$ cat src/rtl/apb_led_bridge.sv
// APB slave bridging to an 8-bit LED register block: access phase = WAIT_STATES+2 cycles,
// pready held low during the wait count; psel drop in WAIT aborts with no register write.
module apb_led_bridge #(
    parameter int unsigned WAIT_STATES = 0
) (
    input  logic        clk,
    input  logic        rst_n,
    input  logic        psel,
    input  logic        penable,
    input  logic        pwrite,
    input  logic [3:0]  paddr,
    input  logic [31:0] pwdata,
    output logic [31:0] prdata,
    output logic        pready,
    output logic        pslverr,
    output logic [1:0]  reg_addr,
    output logic [7:0]  reg_wdata,
    output logic        reg_we,
    input  logic [7:0]  reg_rdata
);

    localparam logic [3:0] WS_INIT = 4'(WAIT_STATES);

    typedef enum logic [1:0] {
        S_IDLE = 2'd0,
        S_WAIT = 2'd1,
        S_DONE = 2'd2
    } state_t;

    typedef struct packed {
        logic [3:0] addr;
        logic       write;
        logic [7:0] wdata;
    } req_t;

    state_t      state_q;
    state_t      state_d;
    logic [3:0]  cnt_q;
    req_t        req_q;
    logic [31:0] prdata_q;
    logic        setup;
    logic        err;
    logic [7:0]  rd_byte;
    logic        unused_pwdata;

    assign unused_pwdata = ^pwdata[31:8];

    assign setup = psel & ~penable;

    // Misaligned accesses fail; the reserved slot is read-as-zero but not writable.
    assign err     = (req_q.addr[1:0] != 2'd0) ||
                     (req_q.write && (req_q.addr[3:2] == 2'd3));
    assign rd_byte = (req_q.addr[3:2] == 2'd3) ? 8'd0 : reg_rdata;

    assign reg_addr  = req_q.addr[3:2];
    assign reg_wdata = req_q.wdata;
    assign prdata    = prdata_q;

    always_ff @(posedge clk or negedge rst_n) begin
        if (!rst_n) begin
            state_q <= S_IDLE;
        end else begin
            state_q <= state_d;
        end
    end

    always_comb begin
        state_d = state_q;
        case (state_q)
            S_IDLE: begin
                if (setup) begin
                    state_d = S_WAIT;
                end
            end
            S_WAIT: begin
                if (!psel) begin
                    state_d = S_IDLE;
                end else if (cnt_q == 4'd0) begin
                    state_d = S_DONE;
                end
            end
            S_DONE: begin
                state_d = S_IDLE;
            end
            default: begin
                state_d = S_IDLE;
            end
        endcase
    end

    always_comb begin
        pready  = 1'b0;
        pslverr = 1'b0;
        reg_we  = 1'b0;
        if (state_q == S_DONE) begin
            pready  = 1'b1;
            pslverr = err;
            reg_we  = req_q.write & ~err;
        end
    end

    always_ff @(posedge clk or negedge rst_n) begin
        if (!rst_n) begin
            cnt_q <= 4'd0;
            req_q <= '0;
        end else if ((state_q == S_IDLE) && setup) begin
            cnt_q <= WS_INIT;
            req_q <= '{addr: paddr, write: pwrite, wdata: pwdata[7:0]};
        end else if ((state_q == S_WAIT) && psel && (cnt_q != 4'd0)) begin
            cnt_q <= cnt_q - 4'd1;
        end
    end

    // Read data is captured as DONE is entered and held until the next completion.
    always_ff @(posedge clk or negedge rst_n) begin
        if (!rst_n) begin
            prdata_q <= 32'd0;
        end else if ((state_q == S_WAIT) && (state_d == S_DONE)) begin
            prdata_q <= (!req_q.write && !err) ? {24'd0, rd_byte} : 32'd0;
        end
    end

endmodule
$ cat config.mk
export PLATFORM = sky130hd
export DESIGN_NAME = apb_led_bridge
export DESIGN_NICKNAME = d
export VERILOG_FILES = /design/src/rtl/apb_led_bridge.sv
export SDC_FILE = /design/constraint.sdc
export NUM_CORES = 1
export LEC_CHECK = 0
export ABC_CLOCK_PERIOD_IN_PS = 1850
export CAP_MARGIN = 40
export CORE_MARGIN = 1
export CORE_UTILIZATION = 37
export DETAILED_ROUTE_END_ITERATION = 8
export PLACE_DENSITY_LB_ADDON = 0.05
export SETUP_SLACK_MARGIN = 0.3
export SLEW_MARGIN = 20
export SYNTH_ARGS = -nofsm -noshare
export SYNTH_HDL_FRONTEND = slang
export SYNTH_SLANG_ARGS = --single-unit
$ cat constraint.sdc
create_clock -name clk -period 1.85 [get_ports clk]
set_input_delay 0.37 -clock clk [delete_from_list [all_inputs] [get_ports clk]]
set_output_delay 0.37 -clock clk [all_outputs]
set_load 0.01 [all_outputs]
=== Yosys cells after proc, flatten, opt, wreduce, memory -nomap -nowiden ===
Index checks and enable logic that the tools add are counted.

* Register bits: 51
* Input bits: 49
* Output and inout bits: 45
* Word-level logic and storage cells: 40

* Add/subtract/negate cells: 1
* Eq/ne operators: 4
* Mux-type cells: 11
* Bitwise operators: 4
* Reductions and logical operators: 14

{| class="wikitable"
|+ Operators with widths
! operator !! count
|-
| 2-to-1 mux 8 bit || 2
|-
| 2-to-1 mux 4 bit || 2
|-
| equality test 2 bit (second input constant) || 3
|-
| logical AND 1 bit || 6
|-
| 2-to-1 mux 2 bit || 3
|-
| logical NOT 4 bit || 1
|-
| case mux 2 bit (2 select lines) || 1
|-
| nonzero test 2 bit || 2
|-
| nonzero test 4 bit || 1
|-
| subtractor 4 x 1 -> 4 bit (second input constant) || 1
|-
| 2-to-1 mux 1 bit || 3
|-
| AND 1 bit || 2
|-
| equality test 2 x 1 -> 1 bit (second input constant) || 1
|-
| logical NOT 1 bit || 2
|-
| logical NOT 2 bit || 1
|-
| NOT 1 bit || 2
|-
| logical OR 1 bit || 1
|}

=== Depth between registers and ports, before layout ===
* Depth in word-level cells: 6
* Gate-level depth with buffers: 6
* Depth with buffers taken out: 5

=== Worst setup path after synthesis ===
No wires, ideal clock.

* Path kind: register to output
* Start: reg state_q[0]
* End: out reg_we
* Arrival time: 1343 ps
* Required time: 1480 ps
* Path slack: 137 ps
* Cell stages (with the launch flop): 4
* Buffers on the path: 0
* Path through: dfrtp_1 and2b_1 nand2_1 a2111oi_0

* Word-level cells in the longest chain between the ends: 2

{| class="wikitable"
|+ RTL lines
! item !! line !! source
|-
| start: declaration || 36 || <nowiki>state_t state_q;</nowiki>
|-
| start signal: assignment || 63 || <nowiki>state_q <= state_d;</nowiki>
|-
| equality test 2 bit || 95 || <nowiki>if (state_q == S_DONE) begin</nowiki>
|-
| 2-to-1 mux 1 bit || 95 ||
|-
| end: declaration || 18 || <nowiki>output logic reg_we,</nowiki>
|}

No other way between the ends.

=== Final worst setup path ===
Same ends and word-level chain as after synthesis.

==> impl_results.md <==
- Clock-pin slew on the worst setup and hold paths: 0.09 ns
- Tot GR Track Use: between 10% and 20%
- Syn Area/Cell: around 11 um2
- Height of the die: 65.9 um
- Crit Reg-Reg Startpoint: cnt_q[1]
- CTS max path bufs: 2
- Critical path type: reg2out
- Num CTS Buffers: 3
- Port-buffer cells: 45
- WP data required: roughly 1.5 ns
- Layout cells sized above 1: around 29%
- HPWL Detailed: 1.96 mm
- Total number of vias: 1,011
- DR DRC count: 0
- Flop-to-flop setup slack: around 0.22 ns
- Slew Viols, Final: 0
- IO Pins: 94
- Fill cells: between 300 and 400
- Worst-path maximum fanout: 2
- Max Clk Rate: around 600 MHz
- Fin. Hold Viols: 0
- Clock sinks: 27
- Via density: 4.25
- RSZ-0062 raised after global routing: true
- GP Congestion: between 0.7 and 0.8
- Crit start category: register
- Clk_lat worst skew: around 0.26 ns
- Worst Hold Class: in2async
- Final core occ: approximately 57%
- Seq. cell area: 678 um2
- Setup violators final: 0
- Post-synth EDFFs: 0
- H-Tree Depth: 1
- Critical Path AT: 1.30 ns
- Per-cell routed wire length: 12.1 um
- Worst R2R Path Depth: 6
- Core ar.: 3800 um2
- Main synth FF type: dfrtp_1
- Die X: between 60 and 70 um
- Ys Warns: 0
- Synth cell types: 27
- Final antenna-violating net count: 0
- Capturing point of the worst reg2reg path: prdata[4]
- DR pass1 iterations: 3
- First-pass GRT wire length: between 4 and 5 mm
- Antenna diodes: 0
- Nets: 241
- Hold Buf Count CTS: 0
- Max-Cap Viols: 0
- Synth Instances: 132
- Final setup skew: roughly 0.0013 ns
- Multi-input logic area: about 670 um2
- Initial cell density of the core: between 30% and 40%
- Antenna violations before repair: 0
- Status: complete, no violations
- Async set-reset flop share out of synthesis: 100%
- Mapped cell area: between 1500 and 2000 um2
- Area Growth Syn to Fin: 43.3%
- TritonCTS clock tree: built
- Crit end category: primary output
- DR iter-0 viols: 20
- Yosys reg bits: 27
- Row Count: 22
- Vias in the first global route: 1,046
- Max VDD drop: roughly 0.55 mV
- Post-Route WL: around 2.9 mm
- Sequential share of the synthesized area: between 40% and 50%
- Power density cells: roughly 1200 nW/um2
- CTS Root Cell: clkbuf_8
- Gr ovfl total: 0
- Final period util: 90.3%
- Tot Pwr: between 0.002 and 0.003 W
- Die ar.: about 4300 um2
- Largest net degree at the start of global routing: 28
- Pleak: 1.19 nW
- Tmin final: 1.67 ns
[how the worst max path moves through the flow]
| stage | startpoint | endpoint | slack, ns | cells past startpoint |
|---|---|---|---|---|
| after CTS | state_q[0] | reg_we | 0.15 | 4 |
| after global routing | state_q[0] | reg_we | 0.08 | 4 |
| after global placement | psel | req_q[10] | 0.01 | 4 |
| after detailed placement | psel | reg_wdata[5] | -0.01 | 4 |
| final | state_q[0] | reg_we | 0.18 | 4 |
| after floorplan | cnt_q[0] | prdata[0] | 0.32 | 6 |
[worst max-delay path, cell delays in order, from the launching register on]
cell       delay (ns)
dfrtp_1          0.38
and2b_1          0.21
nand2_1          0.07
a2111oi_2        0.19
buf_2            0.18
[cells by family after synthesis]
logic type	count (synthesis)	synth area share, %
other	1	0.249
buffers and inverters	48	21.4
adders and majority gates	1	0.829
and+or+nand+nor	24	11.1
muxes	24	17.0
AOI/OAI and AO/OA	7	4.64
DFF	27	44.8
[cell usage after synthesis, types with 2 or more instances]
cell	number	area (um2)
buf_6	2	22.5
mux2i_1	11	110
mux2_2	13	146
dfrtp_1	27	676
nand2_1	9	33.8
nor3_1	2	10.0
and2b_1	2	15.0
nand2b_1	2	12.5
inv_1	11	41.3
o21ai_0	2	10.0
buf_4	34	255
o31ai_1	2	15.0
[cells in the final DEF (no fill, tap or decap)]
master,synthesis,layout
a2111oi_2,0,1
a2111oi_4,1,1
a311oi_2,0,1
and2b_1,2,2
and2b_2,1,1
buf_12,0,1
buf_2,0,3
buf_4,34,16
buf_6,2,4
clkbuf_1,0,1
clkbuf_16,0,1
clkbuf_8,0,3
clkdlybuf4s50_1,0,22
conb_1,1,24
dfrtp_1,27,25
dfrtp_2,0,2
dlygate4sd2_1,0,8
dlymetal6s2s_1,0,12
ha_2,0,1
inv_1,11,11
inv_2,1,1
mux2_2,13,2
mux2_4,0,11
mux2i_1,11,10
mux2i_2,0,1
nand2_1,9,9
nand2b_1,2,2
nand2b_4,1,1
nand3b_1,1,1
nor2b_2,0,1
nor3_1,2,2
nor3b_4,0,1
nor4b_1,1,1
nor4b_4,1,1
o21ai_0,2,2
o31ai_1,2,2
or2_2,1,1
or3b_4,0,1
[what timing repair did]
item                       CTS  global route
gates cloned                 2             0
pin swaps                    2             1
buffers inserted             8             4
setup endpoints to repair   31            37
gates resized for setup     38            19
[layer usage]
| layer | GRT usage, % | routed length [um] | vias to the layer above |
|---|---|---|---|
| li1 | - | - | 489 |
| met1 | 17.4 | 1260 | 484 |
| met2 | 25.1 | 1480 | 36 |
| met3 | 2.93 | 121 | 2 |
| met4 | 4.08 | 17 | 0 |
| met5 | 0 | 0 | - |
[registers in the layout (all words and copies together) (netlist names)]
| register | cells |
|---|---|
| cnt_q | 4 |
| req_q | 3 |
| reg_addr | 2 |
| reg_wdata | 8 |
| state_q | 2 |
| prdata | 8 |
[power breakdown]
part           internal [W]  switching, W  total (W)
clock              0.000154      0.000171   0.000325
sequential         0.000808      0.000178   0.000986
combinational      0.000765      0.000476    0.00124
total               0.00173      0.000825    0.00255
[metrics by stage]
step	hold WS [ns]	setup WS, ns	setup TNS, ns	instance area [um2]	std cells
2_1_floorplan	0.0744	0.325	0	1600	155
4_1_cts	0.485	0.149	0	2090	234
3_3_place_gp	0.490	0.0125	0	1910	220
6_report	0.476	0.180	0	2160	238
3_5_place_dp	0.499	-0.0142	-0.0340	1910	220
5_1_grt	0.501	0.0786	0	2160	238
[final cells by class]
cell class | instances | share of cell area (%)
Clock buffer | 4 | 2.08
Inverter | 12 | 2.08
Multi-Input combinational cell | 80 | 30.9
Sequential cell | 27 | 31.4
Tap cell | 48 | 2.78
Timing Repair Buffer | 67 | 30.8
No activity file was read; power rests on OpenSTA's default activity.
==> edit 1: new RTL, config.mk and constraints unchanged <==
The 3 states of `state_t` get a one-hot encoding in 3 bits.
--- a/src/rtl/apb_led_bridge.sv
+++ b/src/rtl/apb_led_bridge.sv
@@ -21,10 +21,10 @@
 
     localparam logic [3:0] WS_INIT = 4'(WAIT_STATES);
 
-    typedef enum logic [1:0] {
-        S_IDLE = 2'd0,
-        S_WAIT = 2'd1,
-        S_DONE = 2'd2
+    typedef enum logic [2:0] {
+        S_IDLE = 3'b001,
+        S_WAIT = 3'b010,
+        S_DONE = 3'b100
     } state_t;
 
     typedef struct packed {
Behaviour: no difference found for any inputs over 10 cycles, from zero or initial values and one cycle with rst_n low; not proved beyond that.
==> edit 1 against the unedited design <==
Global-route usage shrank 1.2 points. First-iteration DRC count grew 110%. Synthesized cell count shrank 9.1%. Non-clock buffer count shrank 6. Fmax shrank 0.98%. Sequential cell count grew 1. Routed wire length shrank 7.5%. Final area shrank 6.3%. Area after synthesis shrank 2.5%. Worst setup slack lost 0.016 ns. Core utilization shrank 2.8 points. Count of clock-buffer cells in the layout is the same.
Power is not compared: it rests on default switching activity, and its combinational part moved more than twofold at a synthesized area within 25%.
==> edit 1: results (changes against the unedited design) <==
[placed_design] sum of net half-perimeters after detailed placement 1.89 mm [-3.6%]
[setup_path] largest fanout of any net on the critical path 8 [+6]
[setup_path] arrival time worst endpoint 1.85 ns [+0.55 ns]
[routing] detailed-route via count 993 [-1.8%]
[grt] met2 capacity usage during global routing 21.0% [-4.2 points]
[status] status finished, final reports clean
[routing] Routed WL 2.66 mm [-7.5%]
[logic_synthesis] count of unique library cells instantiated by Yosys 31 [+15%]
[routing] met3 WL 161 microns [+33%]
[routing] first-iteration detailed-routing DRC count 41 [+110%]
[sta] final clock skew 0.00548 ns [+0.00420 ns]
[routing] met1 wire length 1.15 mm [-8.8%]
[setup_path] highest cell delay on the worst timing path 0.57 ns [+0.19 ns]
[setup_path] end of the worst register-to-register path reg_wdata[0]
[clock_tree] clock-pin slew on the worst setup and hold paths 0.09 ns [about the same]
[pwr] LEAKAGE 1.06 nW
[routing] total length of routed met2 wires 1.32 mm [-11%]
[logic_synthesis] Commonest cells post-synth sky130_fd_sc_hd__buf_4, sky130_fd_sc_hd__dfrtp_1, sky130_fd_sc_hd__a22o_1, sky130_fd_sc_hd__mux2_2, sky130_fd_sc_hd__mux2_4
[grt] number of antenna violations at the first check in global routing 0 [unchanged]
[logic_synthesis] sequential cell area fraction in the yosys report 47.7% [+2.9 points]
[clock_tree] count of H-tree levels built during CTS 1 [unchanged]
[grt] met3 Usage GRT 2.46% [-0.47 points]
[setup_path] worst reg2reg path startpoint state_q[0]
[setup_path] Critical Path Slowest Stage Cell sky130_fd_sc_hd__dfstp_2
[grt] GR Util All Layers 13.1% [-1.2 points]
[grt] met1 GRT Util 17.5% [+0.14 points]
[cells_and_area] share of post-route cells with drive strength above 1 29.1% [-0.40 points]
[routing] Pre-antenna DRT Iters 4 [+1]
[setup_path] R2R depth 4 [-2]
[setup_path] Worst R2R Setup Slack 0.16 ns [-0.06 ns]
[logic_synthesis] cell types occupying the most area after synthesis sky130_fd_sc_hd__dfrtp_1, sky130_fd_sc_hd__buf_4, sky130_fd_sc_hd__mux2_4, sky130_fd_sc_hd__mux2_2, sky130_fd_sc_hd__a22o_1
[grt] first-pass GRT wire length 4.31 mm [-6.6%]
[placed_design] gp weighted congestion 0.729 [-3.6%]
edit 1: how the worst max path moves through the flow:
stage | start | endpoint | slack (ns) | cells past startpoint
after CTS | state_q[0] | reg_wdata[5] | 0.15 | 4
after global routing | state_q[0] | reg_wdata[3] | 0.11 | 4
after global placement | penable | reg_wdata[7] | -0.07 | 5
final | state_q[0] | reg_wdata[0] | 0.16 | 4
after floorplan | state_q[0] | reg_addr[0] | 0.20 | 4
after detailed placement | penable | req_q[8] | -0.06 | 5
edit 1: timing repair:
action	in CTS	in global routing
setup buffers	2	2
pin swaps	2	10
gates resized for setup	28	18
hold buffers	0	0
endpoints found under the setup margin	34	37
edit 1: power breakdown:
group          internal, mW  switching (mW)  total, mW
clock network         0.154           0.178      0.332
registers             0.696          0.0545      0.751
logic                 0.262           0.157      0.419
edit 1: layout make-up:
cell class / count / area (sq um)
clock buffer: 4 / 45.0
inverter: 4 / 15.0
fill: 344 / 1720
multi-input combinational: 75 / 616
timing repair buffer: 61 / 589
sequential: 28 / 702
tap: 48 / 60.1
edit 1: metrics by stage:
step / power [mW] / std cells / hold slack [ns] / setup WS (ns) / cell area, sq um
after floorplan: 1.05 / 143 / 0.0744 / 0.199 / 1560
after global placement: 1.19 / 212 / 0.491 / -0.0699 / 1890
after detailed placement: 1.19 / 212 / 0.494 / -0.0602 / 1890
after CTS: 1.53 / 218 / 0.479 / 0.151 / 1950
after global routing: 1.59 / 220 / 0.492 / 0.111 / 2030
final: 1.50 / 220 / 0.467 / 0.163 / 2030
edit 1: logic make-up after synthesis:
group,count (synthesis),synth area share [%]
AND/OR/NAND/NOR,17,10.1
AO/OA/AOI/OAI,20,9.52
buffers and inverters,40,20.1
adder cells (fa/ha/maj),1,0.850
flip-flops,28,47.7
other,1,0.255
multiplexers,13,11.5
==> edit 2: new RTL, config.mk and constraints unchanged <==
Without the edit above. Put a register stage on the output `pslverr`, without a reset. The value now appears one clock later. The other outputs are not delayed to match.
--- a/src/rtl/apb_led_bridge.sv
+++ b/src/rtl/apb_led_bridge.sv
@@ -32,6 +32,8 @@
         logic       write;
         logic [7:0] wdata;
     } req_t;
+
+    logic pslverr_d;
 
     state_t      state_q;
     state_t      state_d;
@@ -90,11 +92,11 @@
 
     always_comb begin
         pready  = 1'b0;
-        pslverr = 1'b0;
+        pslverr_d = 1'b0;
         reg_we  = 1'b0;
         if (state_q == S_DONE) begin
             pready  = 1'b1;
-            pslverr = err;
+            pslverr_d = err;
             reg_we  = req_q.write & ~err;
         end
     end
@@ -120,4 +122,8 @@
         end
     end
 
+    always_ff @(posedge clk) begin
+        pslverr <= pslverr_d;
+    end
+
 endmodule
Function: changed (Yosys sat finds a counterexample within 4 cycles, from zero or initial values and one cycle with rst_n low).
==> edit 2 against the unedited design <==
Sequential cell count is 1 higher. Clock skew rose by 0.00061 ns. Worst hold slack worse by 0.014 ns. Sequential share of layout area is 0.75 points higher. Worst setup slack worse by 0.016 ns. Final area increased by 0.17%. Count of clock-buffer cells in the layout shrank 1. Routed wire length is 0.21% lower. Area after synthesis down 0.17%.
Power is not compared: it rests on default switching activity, and its combinational part moved more than twofold at a synthesized area within 25%.
==> edit 2: results (changes against the unedited design) <==
[clock_tree] post-CTS setup buffer count 2 [-6]
[routing] first-iteration detailed-routing DRC count 33 [+65%]
[logic_synthesis] FFs w/ async S/R, synth 96.4% [-3.6 points]
[grt] met1 GRT Util 16.4% [-0.94 points]
[routing] met3 WL 193 microns [+60%]
[clock_tree] clock-pin slew on the worst setup and hold paths 0.09 ns [about the same]
[grt] via count of the first global-routing pass 970 [-7.3%]
[grt] first-pass GRT wire length 4.41 mm [-4.5%]
[cells_and_area] number of nets in the layout 239 [-0.83%]
[cells_and_area] final-layout fill cell count 335 [-1.8%]
[routing] detailed-route wire length per cell 12.2 microns [+0.64%]
[routing] detailed-route via count 1,037 [+2.6%]
[placed_design] placed cell areas 1930 sq um [+0.98%]
[sta] final clock skew 0.00189 ns [+0.000605 ns]
[placed_design] gp weighted congestion 0.681 [-9.9%]
[setup_path] end of the worst register-to-register path req_q[8]
[setup_path] last element of the critical path reg_we
[cells_and_area] share of post-route cells with drive strength above 1 25.5% [-3.9 points]
[routing] total length of routed met2 wires 1.39 mm [-6.2%]
[grt] met2 capacity usage during global routing 22.4% [-2.7 points]
[routing] met1 wire length 1.25 mm [-0.32%]
[logic_synthesis] cell types occupying the most area after synthesis sky130_fd_sc_hd__dfrtp_1, sky130_fd_sc_hd__buf_4, sky130_fd_sc_hd__mux2_2, sky130_fd_sc_hd__mux2i_1, sky130_fd_sc_hd__inv_1
[placed_design] sum of net half-perimeters after detailed placement 1.93 mm [-1.8%]
[logic_synthesis] Commonest cells post-synth sky130_fd_sc_hd__buf_4, sky130_fd_sc_hd__dfrtp_1, sky130_fd_sc_hd__mux2_2, sky130_fd_sc_hd__inv_1, sky130_fd_sc_hd__mux2i_1
[clock_tree] number of gates resized after cts 17 [-55%]
[status] status finished, final reports clean
[sta] hold slack final 0.463 ns [-0.0135 ns]
[setup_path] arrival time worst endpoint 1.32 ns [+0.02 ns]
[grt] GR Util All Layers 13.5% [-0.80 points]
[setup_path] Worst R2R Setup Slack 0.20 ns [-0.02 ns]
[logic_synthesis] count of unique library cells instantiated by Yosys 26 [-3.7%]
[logic_synthesis] sequential cell area fraction in the yosys report 46.2% [+1.4 points]
## edit 2: kinds of logic after synthesis
logic type               Yosys count  synth area share (%)
AND/OR/NAND/NOR                   22                  9.30
flip-flops                        28                  46.2
buffers and inverters             49                  21.3
other                              1                 0.249
adder cells (fa/ha/maj)            1                 0.830
multiplexers                      24                  17.1
AO/OA/AOI/OAI                      7                  5.07
## edit 2: area by class of cell
class | count | area, sq um | area share [%]
Multi-Input combinational cell | 78 | 651 | 30.0
Clock inverter | 1 | 30.0 | 1.39
Clock buffer | 3 | 41.3 | 1.91
Inverter | 13 | 48.8 | 2.25
Timing Repair Buffer | 65 | 639 | 29.5
Sequential cell | 28 | 696 | 32.1
Tap cell | 48 | 60.1 | 2.77
## edit 2: stage by stage
step	setup WS, ns	cells	util, %
after floorplan	0.355	155	-
after global placement	0.0546	222	51.1
after detailed placement	0.0247	222	51.1
after CTS	0.131	228	53.0
after global routing	0.0507	236	57.4
final	0.164	236	57.4
